==> config.mk <==
export PLATFORM = sky130hd
export DESIGN_NAME = mem_port_arbiter
export DESIGN_NICKNAME = d
export VERILOG_FILES = /design/src/rtl/mem_port_arbiter_pkg.sv /design/src/rtl/mem_port_arbiter.sv
export SDC_FILE = /design/constraint.sdc
export NUM_CORES = 1
export LEC_CHECK = 0
export ABC_AREA = 1
export BUFFER_PORTS_ARGS = -buffer_cell sky130_fd_sc_hd__buf_2
export CAP_MARGIN = 25
export CELL_PAD_IN_SITES_DETAIL_PLACEMENT = 0
export CELL_PAD_IN_SITES_GLOBAL_PLACEMENT = 1
export CORE_MARGIN = 3
export CORE_UTILIZATION = 16
export DETAILED_ROUTE_END_ITERATION = 6
export GPL_TIMING_DRIVEN = 0
export MAX_ROUTING_LAYER = met4
export PLACE_DENSITY = 0.94
export SLEW_MARGIN = 20
export SYNTH_ARGS = -nofsm -noshare
export SYNTH_HDL_FRONTEND = slang
export SYNTH_SLANG_ARGS = --single-unit
==> constraint.sdc <==
create_clock -name clk -period 3.7 [get_ports clk]
set_input_delay 0.74 -clock clk [delete_from_list [all_inputs] [get_ports clk]]
set_output_delay 0.74 -clock clk [all_outputs]
set_load 0.05 [all_outputs]
==> src/rtl/mem_port_arbiter_pkg.sv <==
// Shared types for the fetch/data memory port arbiter.
package mem_port_arbiter_pkg;

   // Which core port owns a memory access (grant or pending response).
   typedef enum logic [1:0] {
      SRC_NONE = 2'd0,
      SRC_INST = 2'd1,
      SRC_DATA = 2'd2
   } bus_src_t;

   // Arbiter sequencing state.
   typedef enum logic [1:0] {
      ARB_IDLE = 2'd0,
      ARB_ARB  = 2'd1,
      ARB_LOCK = 2'd2
   } arb_state_t;

   localparam logic MEM_READ  = 1'b0;
   localparam logic MEM_WRITE = 1'b1;

endpackage

==> src/rtl/mem_port_arbiter.sv <==
// Shares one single-port synchronous memory (1-cycle read latency) between
// the instruction-fetch port and the data port. Data wins by default, a
// streak limit keeps fetch from starving, and bus_lock pins the memory to
// the data port for atomic sequences.
//
// state    | meaning
// ---------+-----------------------------------------------------------
// ARB_IDLE | no access issued last cycle
// ARB_ARB  | an access was issued last cycle, normal arbitration
// ARB_LOCK | data port holds the memory while bus_lock stays high
module mem_port_arbiter
   import mem_port_arbiter_pkg::*;
#(
   parameter int ADDR_W     = 30,
   parameter int DATA_W     = 32,
   parameter int MAX_STREAK = 4
) (
   input  logic                clk,
   input  logic                sync_rst,
   input  logic                clk_en,
   input  logic                inst_req,
   input  logic [ADDR_W-1:0]   inst_address,
   output logic                inst_ready,
   output logic                inst_valid,
   output logic [DATA_W-1:0]   inst_in,
   input  logic                data_req,
   input  logic                memory_mode,
   input  logic [ADDR_W-1:0]   data_address,
   input  logic [DATA_W/8-1:0] data_mask,
   input  logic [DATA_W-1:0]   data_out,
   input  logic                bus_lock,
   output logic                data_ready,
   output logic                data_valid,
   output logic [DATA_W-1:0]   data_in,
   output logic                mem_en,
   output logic                mem_we,
   output logic [DATA_W/8-1:0] mem_be,
   output logic [ADDR_W-1:0]   mem_addr,
   output logic [DATA_W-1:0]   mem_wdata,
   input  logic [DATA_W-1:0]   mem_rdata
);

   localparam int            SW         = $clog2(MAX_STREAK + 1);
   localparam logic [SW-1:0] STREAK_MAX = SW'(MAX_STREAK);

   arb_state_t    state;
   logic [SW-1:0] streak;
   bus_src_t      resp_src;
   bus_src_t      grant_src;
   logic          locked;
   logic          streak_full;
   logic          grant_inst;
   logic          grant_data;

   // Lock only holds while bus_lock stays high; the cycle it drops is arbitrated normally.
   assign locked      = (state == ARB_LOCK) && bus_lock;
   assign streak_full = (streak == STREAK_MAX);

   // Pick at most one port per cycle; nothing is granted while frozen or in reset.
   always_comb begin
      grant_src = SRC_NONE;
      if (clk_en && !sync_rst) begin
         if (locked) begin
            if (data_req) grant_src = SRC_DATA;
         end else if (data_req && !(inst_req && streak_full)) begin
            grant_src = SRC_DATA;
         end else if (inst_req) begin
            grant_src = SRC_INST;
         end
      end
   end

   assign grant_inst = (grant_src == SRC_INST);
   assign grant_data = (grant_src == SRC_DATA);
   assign inst_ready = grant_inst;
   assign data_ready = grant_data;

   // Steer the winning port onto the memory bus.
   always_comb begin
      mem_en    = grant_inst || grant_data;
      mem_we    = grant_data && (memory_mode != MEM_READ);
      mem_be    = (grant_data && (memory_mode == MEM_WRITE)) ? data_mask : '1;
      mem_addr  = grant_data ? data_address : inst_address;
      mem_wdata = data_out;
   end

   // Arbitration state, starvation streak and response ownership.
   always_ff @(posedge clk) begin
      if (sync_rst) begin
         state    <= ARB_IDLE;
         streak   <= '0;
         resp_src <= SRC_NONE;
      end else if (clk_en) begin
         resp_src <= grant_src;

         if (locked || (grant_data && bus_lock)) begin
            state <= ARB_LOCK;
         end else if (grant_src != SRC_NONE) begin
            state <= ARB_ARB;
         end else begin
            state <= ARB_IDLE;
         end

         // Streak is meaningful only while fetch waits; a locked sequence does not count.
         if (!locked) begin
            if (!inst_req || grant_inst) begin
               streak <= '0;
            end else if (grant_data && !streak_full) begin
               streak <= streak + 1'b1;
            end
         end
      end
   end

   // Read data is shared; the valid strobe tells each port whether it is theirs.
   assign inst_valid = (resp_src == SRC_INST);
   assign data_valid = (resp_src == SRC_DATA);
   assign inst_in    = mem_rdata;
   assign data_in    = mem_rdata;

endmodule
==> reports/qor.txt <==
Synth async-reset ratio = 0
Largest delay share family, worst path = buffers and inverters
sequential area share after synthesis = 0.0864
Cell Pwr Density = 263 nW/um2
total length of routed wires = 6.67 mm
y dimension of the die = 107 um
yosys synthesis warning count = 0
Critical Path Start Type = input pin
Die Area = 11400 um2
maximum fanout encountered on the critical timing path = 10
fraction of the cycle the final worst path needs = 0.885
top-count cell post-synth = nand2_1
DP Wirelength = 5.95 mm
VDD IR max = 0.132 mV
Netlist Area Pre-Place = 1620 um2
cell type with the largest total area after synthesis = buf_4
per-cell routed wire length = 10.9 um
cell at the root of the clock tree = clkbuf_8
maximum clock insertion buffer count = 2
port buffer count = 206
TritonCTS clock tree = done
complex-gate fraction of the synthesized area = 0.0154
cells after synthesis = 268
hold crit path type = register to register
count of flip-flops with a built-in enable after synthesis = 0
Setup CP Type = input pin to primary output
# IOs = 271
status = finished clean
via density per instance = 3.48
diode insertion count for antenna repair = 0
Antenna Nets Post-Route = 0
critical path required time = 2.96 ns
setup TNS = 0 ns
global placement routability congestion = 0.752
Starting Density = 0.165
grt ovf = 0
shortest clock period the worst path allows after layout = 3.28 ns
share of the synthesized netlist area taken by xor and xnor gates = 0
net total in the final layout = 619
mux share of post-synthesis cell area = 0
synthesized area per cell = 6.05 um2
vias in the first global route = 1931
layout cells sized above 1 = 0.682
clock-pin slew of the registers on the worst-case setup and hold paths = 0.04 ns
RSZ-0062 raised after global routing = false
share of the synthesized area in the top cell type = 0.449
pin count of the biggest net entering global routing = 11
source-to-sink clock delay at the later pin of the worst-skew pair = 0.23 ns
dominant cells by area after synthesis = buf_4, nand2_1, dfxtp_1
simple-gate share of the synthesized area = 0.360
ordered list of cells on the worst path = buf_2 -> nand3_1 -> o211ai_1 -> inv_1 -> ha_1 -> buf_4 -> inv_1 -> buf_2 -> nand2_1 -> nand2_1 -> buf_2
worst endpoint data arrival time = 2.54 ns
floorplan die width = 107 um
iteration-0 DRC count of the detailed router = 77
list of most frequent post-synthesis cells = nand2_1, buf_4, inv_1, dfxtp_1, nor2_1
worst-case hold slack = 0.488 ns
hold buffer count at CTS = 0
final-report setup violation count = 0
maximum level of the CTS H-tree = 1
adder-cell share of the synthesized area = 0.0386
Pre-antenna DRT Iters = 4
area overhead of the layout relative to synthesis = 76.6%
Slew Limit Fails = 0
number of antenna violations at the first check in global routing = 0
via count = 2126
largest incremental delay on the critical path = 0.35 ns
leakage power of the design = 1.84 nW
main combinational cell family by area after synthesis = buffers and inverters
Synth Register Bits = 7
Worst setup EP type = primary output
commonest register cell after synthesis = dfxtp_1
count of different cell masters after synthesis = 19
net count of the mapped netlist = 408
global-route wire length before repair = 9.32 mm
post-CTS sizing = 0
post-CTS setup buffer count = 0
max_cap viols = 0
worst slew margin relative to its limit = 0.760
Max Clk Rate = 0.305 GHz
floorplan row count = 36
buffer and inverter count on the worst path = 6
crit-path most repeated cell = buf_2
Max Clock Skew = 0.00149 ns
Sinks on Clock Net = 7
TritonCTS Buffers = 3
number of hold violations in the final report = 0
Global Route Usage Sum = 0.103
core footprint = 9820 um2
worst-margin pin slew = 0.359 ns
crit path max-delay cell type = o211ai_1
drc violations = 0
## area by class of cell
class / count / area (um2)
Fill cell: 1107 / 6960
Timing Repair Buffer: 206 / 1030
Buffer: 103 / 758
Multi-Input combinational cell: 144 / 671
Tap cell: 133 / 166
Sequential cell: 7 / 140
Inverter: 14 / 52.6
Clock buffer: 4 / 45.0
## sequential cells by signal, summed over array words and instances, names as in the netlist
name / cells
state: 2
resp_src: 2
streak: 3
## path summary, 6_finish.rpt
check | start | to | slack (ns) | cells past startpoint
worst max-delay path | inst_req | mem_addr[8] | 0.42 | 11
worst min-delay path | resp_src[1]$_SDFFE_PP0P_ | resp_src[1]$_SDFFE_PP0P_ | 0.49 | 2
worst max register to register | streak[0]$_SDFFE_PP0P_ | streak[0]$_SDFFE_PP0P_ | 1.75 | 13
worst min register to register | resp_src[1]$_SDFFE_PP0P_ | resp_src[1]$_SDFFE_PP0P_ | 0.49 | 2
## tightest hold or removal path, stage by stage (launching register included)
cell and delay, ns:
dfxtp_1 0.31, nand3_1 0.08, nand2_1 0.05
## kinds of logic after synthesis
kind of cell    Yosys count
flops                     7
simple gates            135
buf+inv                 117
fa+ha+maj                 5
compound gates            4
## layout by cell type, fill, tap and decap left out
cell type,count
a21oi_1,2
buf_2,212
buf_4,97
clkbuf_1,1
clkbuf_8,3
dfxtp_1,7
ha_1,5
inv_1,12
inv_2,2
nand2_1,107
nand2_2,2
nand2_4,1
nand3_1,6
nand3b_1,2
nand4_1,1
nor2_1,7
nor2_2,2
nor2_4,2
nor2_8,1
o211ai_1,2
or2_2,4
## metal layers
layer | part of all wire | global-route usage
met1 | 0.35 | 0.108
met4 | 0.0033 | 0.0183
met5 | 0 | -
met3 | 0.11 | 0.0241
met2 | 0.54 | 0.199
## per-stage QoR
stage / instances / instance area [um2] / power, W / setup WS [ns] / utilization
2_1_floorplan: 268 / 1620 / 0.000525 / 0.529 / -
3_3_place_gp: 607 / 2820 / 0.000649 / 0.410 / 0.287
3_5_place_dp: 607 / 2820 / 0.000651 / 0.407 / 0.287
4_1_cts: 611 / 2860 / 0.000764 / 0.399 / 0.292
5_1_grt: 611 / 2860 / 0.000791 / 0.191 / 0.292
6_report: 611 / 2860 / 0.000753 / 0.424 / 0.292
## report_power, final
| group | leakage, nW | switching [W] | internal, W |
|---|---|---|---|
| Sequential | 0.0573 | 0.00000291 | 0.0000797 |
| Combinational | 1.76 | 0.000395 | 0.000168 |
| Clock | 0.0228 | 0.0000329 | 0.0000745 |
| Total | 1.84 | 0.000431 | 0.000322 |
Power figures use the tool's default switching activity.
